File: src/rtl/demux1to4_stream_if.sv
// rtl/demux1to4_stream_if.sv - handshake bundle between a word source, the 1-to-4 distributor and its four lanes
//
// Signals:
//   IN_VALID / IN_READY / IN_DATA / IN_SEL  : tagged input word stream
//   OUT_VALID[3:0] / OUT_READY[3:0]         : per-lane handshake
//   OUT_DATA0..OUT_DATA3                    : head word of each lane
//   FILL                                    : per-lane occupancy, lane i at [i*CW +: CW]
// Modports:
//   master : source/sink side (drives IN_*, OUT_READY)
//   slave  : distributor side (drives IN_READY, OUT_VALID, OUT_DATAx, FILL)

interface demux1to4_stream_if #(
    parameter int WIDTH = 32,
    parameter int DEPTH = 2
);
    localparam int CW = $clog2(DEPTH) + 1;

    logic             IN_VALID;
    logic             IN_READY;
    logic [WIDTH-1:0] IN_DATA;
    logic [1:0]       IN_SEL;
    logic [3:0]       OUT_VALID;
    logic [3:0]       OUT_READY;
    logic [WIDTH-1:0] OUT_DATA0;
    logic [WIDTH-1:0] OUT_DATA1;
    logic [WIDTH-1:0] OUT_DATA2;
    logic [WIDTH-1:0] OUT_DATA3;
    logic [4*CW-1:0]  FILL;

    modport master (
        output IN_VALID, IN_DATA, IN_SEL, OUT_READY,
        input  IN_READY, OUT_VALID, OUT_DATA0, OUT_DATA1, OUT_DATA2, OUT_DATA3, FILL
    );

    modport slave (
        input  IN_VALID, IN_DATA, IN_SEL, OUT_READY,
        output IN_READY, OUT_VALID, OUT_DATA0, OUT_DATA1, OUT_DATA2, OUT_DATA3, FILL
    );
endinterface

File: src/rtl/demux1to4_stream.sv
// rtl/demux1to4_stream.sv - registered 1-to-4 word distributor with a small FIFO per lane
//
// Ports:
//   CLK  : clock, all state on rising edge
//   RST  : synchronous active-high reset, clears pointers, counts and storage
//   bus  : demux1to4_stream_if.slave (tagged input stream, four output lanes, FILL)
//
// Each lane owns a circular FIFO. OUT_VALID and OUT_DATAx come straight from
// registers; the head word register is loaded with the next-state head so a word
// pushed at edge k is visible right after edge k.

module demux1to4_stream #(
    parameter int WIDTH = 32,
    parameter int DEPTH = 2
) (
    input  logic                  CLK,
    input  logic                  RST,
    demux1to4_stream_if.slave     bus
);
    localparam int CW = $clog2(DEPTH) + 1;
    localparam int PW = $clog2(DEPTH);

    logic [WIDTH-1:0] mem_q [4][DEPTH];
    logic [PW-1:0]    wr_ptr_q [4];
    logic [PW-1:0]    wr_ptr_d [4];
    logic [PW-1:0]    rd_ptr_q [4];
    logic [PW-1:0]    rd_ptr_d [4];
    logic [CW-1:0]    count_q  [4];
    logic [CW-1:0]    count_d  [4];
    logic [WIDTH-1:0] head_q   [4];
    logic [WIDTH-1:0] head_d   [4];
    logic [3:0]       out_valid_q;
    logic [3:0]       out_valid_d;

    logic [3:0]       full;
    logic [3:0]       push_ch;
    logic [3:0]       pop_ch;
    logic             in_ready;
    logic             push;

    always_comb begin
        full = '0;
        for (int i = 0; i < 4; i++) begin
            full[i] = (count_q[i] == CW'(DEPTH));
        end
    end

    // Ready depends only on the addressed lane's registered fullness, so a pop
    // on a full lane frees the slot for the following cycle, not this one.
    assign in_ready = !full[bus.IN_SEL];
    assign push     = bus.IN_VALID && in_ready;

    always_comb begin
        push_ch     = '0;
        pop_ch      = '0;
        out_valid_d = '0;
        for (int i = 0; i < 4; i++) begin
            push_ch[i] = push && (bus.IN_SEL == 2'(i));
            pop_ch[i]  = out_valid_q[i] && bus.OUT_READY[i];

            wr_ptr_d[i] = push_ch[i] ? wr_ptr_q[i] + 1'b1 : wr_ptr_q[i];
            rd_ptr_d[i] = pop_ch[i]  ? rd_ptr_q[i] + 1'b1 : rd_ptr_q[i];

            case ({push_ch[i], pop_ch[i]})
                2'b10:   count_d[i] = count_q[i] + 1'b1;
                2'b01:   count_d[i] = count_q[i] - 1'b1;
                default: count_d[i] = count_q[i];
            endcase

            out_valid_d[i] = (count_d[i] != '0);

            // The slot being written becomes the head only when the lane holds
            // exactly this word afterwards; storage is not yet updated, so
            // forward the input word in that case.
            if (push_ch[i] && (wr_ptr_q[i] == rd_ptr_d[i])) begin
                head_d[i] = bus.IN_DATA;
            end else begin
                head_d[i] = mem_q[i][rd_ptr_d[i]];
            end
        end
    end

    always_ff @(posedge CLK) begin
        if (RST) begin
            for (int i = 0; i < 4; i++) begin
                wr_ptr_q[i] <= '0;
                rd_ptr_q[i] <= '0;
                count_q[i]  <= '0;
                head_q[i]   <= '0;
                for (int j = 0; j < DEPTH; j++) begin
                    mem_q[i][j] <= '0;
                end
            end
            out_valid_q <= '0;
        end else begin
            for (int i = 0; i < 4; i++) begin
                wr_ptr_q[i] <= wr_ptr_d[i];
                rd_ptr_q[i] <= rd_ptr_d[i];
                count_q[i]  <= count_d[i];
                head_q[i]   <= head_d[i];
                if (push_ch[i]) begin
                    mem_q[i][wr_ptr_q[i]] <= bus.IN_DATA;
                end
            end
            out_valid_q <= out_valid_d;
        end
    end

    always_comb begin
        bus.FILL = '0;
        for (int i = 0; i < 4; i++) begin
            bus.FILL[i*CW +: CW] = count_q[i];
        end
    end

    assign bus.IN_READY  = in_ready;
    assign bus.OUT_VALID = out_valid_q;
    assign bus.OUT_DATA0 = head_q[0];
    assign bus.OUT_DATA1 = head_q[1];
    assign bus.OUT_DATA2 = head_q[2];
    assign bus.OUT_DATA3 = head_q[3];

endmodule
File: src/flat_wrapper.sv
// flat-port wrapper written by rule: the top's interface ports become plain ports
module demux1to4_stream_flat 
#(
    parameter int WIDTH = 32,
    parameter int DEPTH = 2
)
  (CLK, RST, bus_IN_VALID, bus_IN_DATA, bus_IN_SEL, bus_OUT_READY, bus_IN_READY, bus_OUT_VALID, bus_OUT_DATA0, bus_OUT_DATA1, bus_OUT_DATA2, bus_OUT_DATA3, bus_FILL);
  demux1to4_stream_if #(.WIDTH(WIDTH), .DEPTH(DEPTH)) bus_i ();
  input  logic CLK;
  input  logic RST;
  input wire logic [$bits(bus_i.IN_VALID)-1:0] bus_IN_VALID;
  input wire logic [$bits(bus_i.IN_DATA)-1:0] bus_IN_DATA;
  input wire logic [$bits(bus_i.IN_SEL)-1:0] bus_IN_SEL;
  input wire logic [$bits(bus_i.OUT_READY)-1:0] bus_OUT_READY;
  output wire logic [$bits(bus_i.IN_READY)-1:0] bus_IN_READY;
  output wire logic [$bits(bus_i.OUT_VALID)-1:0] bus_OUT_VALID;
  output wire logic [$bits(bus_i.OUT_DATA0)-1:0] bus_OUT_DATA0;
  output wire logic [$bits(bus_i.OUT_DATA1)-1:0] bus_OUT_DATA1;
  output wire logic [$bits(bus_i.OUT_DATA2)-1:0] bus_OUT_DATA2;
  output wire logic [$bits(bus_i.OUT_DATA3)-1:0] bus_OUT_DATA3;
  output wire logic [$bits(bus_i.FILL)-1:0] bus_FILL;
  assign bus_i.IN_VALID = bus_IN_VALID;
  assign bus_i.IN_DATA = bus_IN_DATA;
  assign bus_i.IN_SEL = bus_IN_SEL;
  assign bus_i.OUT_READY = bus_OUT_READY;
  assign bus_IN_READY = bus_i.IN_READY;
  assign bus_OUT_VALID = bus_i.OUT_VALID;
  assign bus_OUT_DATA0 = bus_i.OUT_DATA0;
  assign bus_OUT_DATA1 = bus_i.OUT_DATA1;
  assign bus_OUT_DATA2 = bus_i.OUT_DATA2;
  assign bus_OUT_DATA3 = bus_i.OUT_DATA3;
  assign bus_FILL = bus_i.FILL;
  demux1to4_stream #(.WIDTH(WIDTH), .DEPTH(DEPTH)) u_core (.CLK(CLK), .RST(RST), .bus(bus_i));
endmodule
File: config.mk
export PLATFORM = sky130hd
export DESIGN_NAME = demux1to4_stream_flat
export DESIGN_NICKNAME = d
export VERILOG_FILES = /design/src/rtl/demux1to4_stream_if.sv /design/src/rtl/demux1to4_stream.sv /design/src/flat_wrapper.sv
export SDC_FILE = /design/constraint.sdc
export NUM_CORES = 1
export LEC_CHECK = 0
export CORE_UTILIZATION = 60
export CTS_BUF_LIST = sky130_fd_sc_hd__clkbuf_4
export CTS_CLUSTER_SIZE = 40
export DETAILED_ROUTE_END_ITERATION = 8
export GPL_TIMING_DRIVEN = 0
export PLACE_DENSITY = 0.81
export SETUP_SLACK_MARGIN = 0.02
export SLEW_MARGIN = 10
export SYNTH_ARGS = -nofsm -noshare
export SYNTH_HDL_FRONTEND = slang
export SYNTH_SLANG_ARGS = --single-unit
File: constraint.sdc
create_clock -name CLK -period 8.7 [get_ports CLK]
set_input_delay 2.61 -clock CLK [delete_from_list [all_inputs] [get_ports CLK]]
set_output_delay 2.61 -clock CLK [all_outputs]
set_load 0.01 [all_outputs]
==> metrics.cfg <==
[worst_setup_path]
worstPathRequired_ns = 6.09
startpoint_type = input port
reg2reg_depth = 6
reg2reg_slack_ns = 6.14
crit_type = in2out
reg2reg_from = u_core.count_q[0][0]
reg2reg_to = u_core.bus.OUT_VALID[0]
worstPathMaxFanout = 9
crit_arrival_ns = 3.83
critPathCaptureType = output port

[hold_path]
hold_class = reg2reg
hold_path_depth = 2
worstHoldStart = u_core.mem_q[3][14]
hold_end = u_core.mem_q[3][14]

[placed_design]
hpwl_mm = 28.0
io_buffers = 145
place.gp.congestion = 0.840

[cells_and_area]
regArea_mm2 = 0.00969
layout_common_cells = 244 x dfxtp_1, 160 x mux2i_1, 160 x edfxtp_1
nets = 1675
syn2layout_area_growth_pct = 19.9
layout-drive-gt1-share = 0.233
multi_input_comb_area_mm2 = 0.00628
final_common_cell = dfxtp_1
final_util = 0.738
n_fill_cell = 1838

[status]
status = complete, no violations

[pwr]
power.total_mw = 4.61
powerDensity_mw_per_mm2 = 230
leakagePower_nw = 7.98
peakVddDrop_uv = 127

[yosys]
syn_area_mm2 = 0.0167
ys_async_sr_fraction = 0
ys_ff_latch = 404
yosysSeqAreaShare = 0.579
yosys.area.top_type_share = 0.292
synth_nets = 1425
synth_area_leaders = dfxtp_1 29%, edfxtp_1 29%, mux2i_1 9.6%, a211oi_2 9.0%, nor3_1 3.8%
synth_edf_count = 160
synth_cells = 1380
yosysUniqueCellTypes = 41
avgSynthCellArea_um2 = 12.1
synth_top_cell_by_area = dfxtp_1
yosysWarnings = 0
yosys_most_used_dff = dfxtp_1

[clock_network]
cts_hold_buf = 0
clockBufferDepth = 3
cts_resized = 0
clk_latency_ns = 0.75
cts_buffers = 98
clock_sinks = 404
clk_pin_slew_ns = 0.06
root_buffer = clkbuf_4
ctsHtreeMaxLevel = 3
cts_tree = built
post_cts_buffers = 0

[global_route]
track_usage = 0.287
grt_antenna_before_repair = 2
grt_pass1_vias = 11794
grt-ovfl-total = 0
grt_pass1_wl_mm = 62.7
grt_max_degree = 32

[drt]
drt-pass1-iter-count = 5
met1Wirelength_mm = 17.0
vias = 11703
totalWireLength_mm = 40.4
wl_met2_mm = 19.4
wl_per_cell_um = 19.5
dr.first_iter.drc_count = 754
viasPerCell = 5.64
ant_nets = 0
drcViolationCount = 0
maxUsedRoutingLayer = met5
wl_met3_mm = 3.01

[timing]
period_needed_ns = 6.44
rsz0062_at_grt = false
setup_violations = 0
hold_viol = 0
finalMaxSlewViolations = 0
period_share = 0.740
fmax_mhz = 155
tightest_slew_ns = 0.915
fin_tns_setup_ns = 0
finClkSkew_ns = 0.0413
hold_ws_ns = 0.452
slew_headroom = 0.390

[floorplan]
initial_core_util = 0.616
std_cell_rows = 60
die_y_um = 169
io_pins = 182
die_area_mm2 = 0.0286
core_mm2 = 0.0272
die_x_um = 169

[flow_run]
maxCapViolCount = 0

==> logic make-up (layout without fill, tap and decap cells) <==
group / after synthesis / after routing / share of synthesized area
buffers and inverters: 148 / 470 / 0.0491
AO/OA/AOI/OAI: 210 / 210 / 0.119
adder cells (fa/ha/maj): 4 / 4 / 0.00299
other: 0 / 2 / 0
XOR/XNOR: 24 / 24 / 0.0206
multiplexers: 161 / 161 / 0.0970
AND/OR/NAND/NOR: 429 / 429 / 0.132
flip-flops: 404 / 404 / 0.579
==> area by class of cell <==
class | instances | area share
well taps | 372 | 0.0232
flip-flops and latches | 404 | 0.483
repair buffers | 150 | 0.0777
clock inverters | 25 | 0.00692
inverters | 3 | 0.000561
clock buffers | 147 | 0.0550
diodes | 2 | 0.000249
plain buffers | 145 | 0.0404
multi-input cells | 828 | 0.313
==> cell usage after synthesis (2+ instances only) <==
library cell	count
dfxtp_1	244
edfxtp_1	160
mux2i_1	160
nand2_1	128
nor3_1	128
a211oi_2	120
clkbuf_1	82
and2_1	71
a21oi_1	68
nor2_1	46
and2_4	30
buf_2	24
buf_6	24
a211oi_1	8
buf_4	8
xnor2_2	8
clkbuf_4	7
xnor2_1	6
xor2_1	6
o21bai_1	5
a31oi_1	4
ha_1	4
o21ai_0	4
or2_1	4
or3_1	4
xnor2_4	4
inv_1	3
and3_1	2
nand2b_1	2
nand2b_4	2
nand3_1	2
nand4_1	2
nand4_2	2
==> power breakdown <==
part / switching (mW) / total (mW) / internal [mW]
logic: 0.493 / 0.910 / 0.416
clock network: 0.737 / 1.54 / 0.800
registers: 0.0604 / 2.16 / 2.10
total: 1.29 / 4.61 / 3.32
==> metrics by stage <==
stage,std cells,cell area (um2),worst slack [ns]
floorplan,1380,16700,2.82
detailed placement,1902,18800,2.27
global placement,1897,18700,2.28
global route,2076,20100,2.25
finish,2076,20100,2.26
CTS,2074,20100,2.27
==> sequential cells by signal (all words and copies together), names as in the netlist <==
| name | flops |
|---|---|
| u_core.bus.OUT_VALID | 4 |
| u_core.wr_ptr_q | 4 |
| u_core.mem_q | 256 |
| u_core.head_q | 128 |
| u_core.count_q | 8 |
| u_core.rd_ptr_q | 4 |
==> worst max path at each step <==
| stage | start | to | slack, ns | cells past startpoint |
|---|---|---|---|---|
| 6_report | bus_IN_SEL[0] | bus_IN_READY | 2.26 | 3 |
| 5_1_grt | bus_IN_SEL[0] | bus_IN_READY | 2.25 | 3 |
| 4_1_cts | bus_IN_SEL[0] | bus_IN_READY | 2.27 | 3 |
| 3_5_place_dp | bus_IN_SEL[0] | bus_IN_READY | 2.27 | 3 |
| 3_3_place_gp | bus_IN_SEL[0] | bus_IN_READY | 2.28 | 3 |
| 2_1_floorplan | bus_IN_SEL[0] | bus_IN_READY | 2.82 | 2 |
==> per-layer routing <==
metal  global-route usage  vias up
met5                    0        -
li1                     -     5460
met3               0.0559       71
met4                0.123        2
met1                0.375     5672
met2                0.467      498
==> worst max-delay path: stages <==
cell,delay [ns]
buf_6,0.13
mux4_2,0.57
clkdlybuf4s50_1,0.51
No activity file was read; power rests on OpenSTA's default activity.
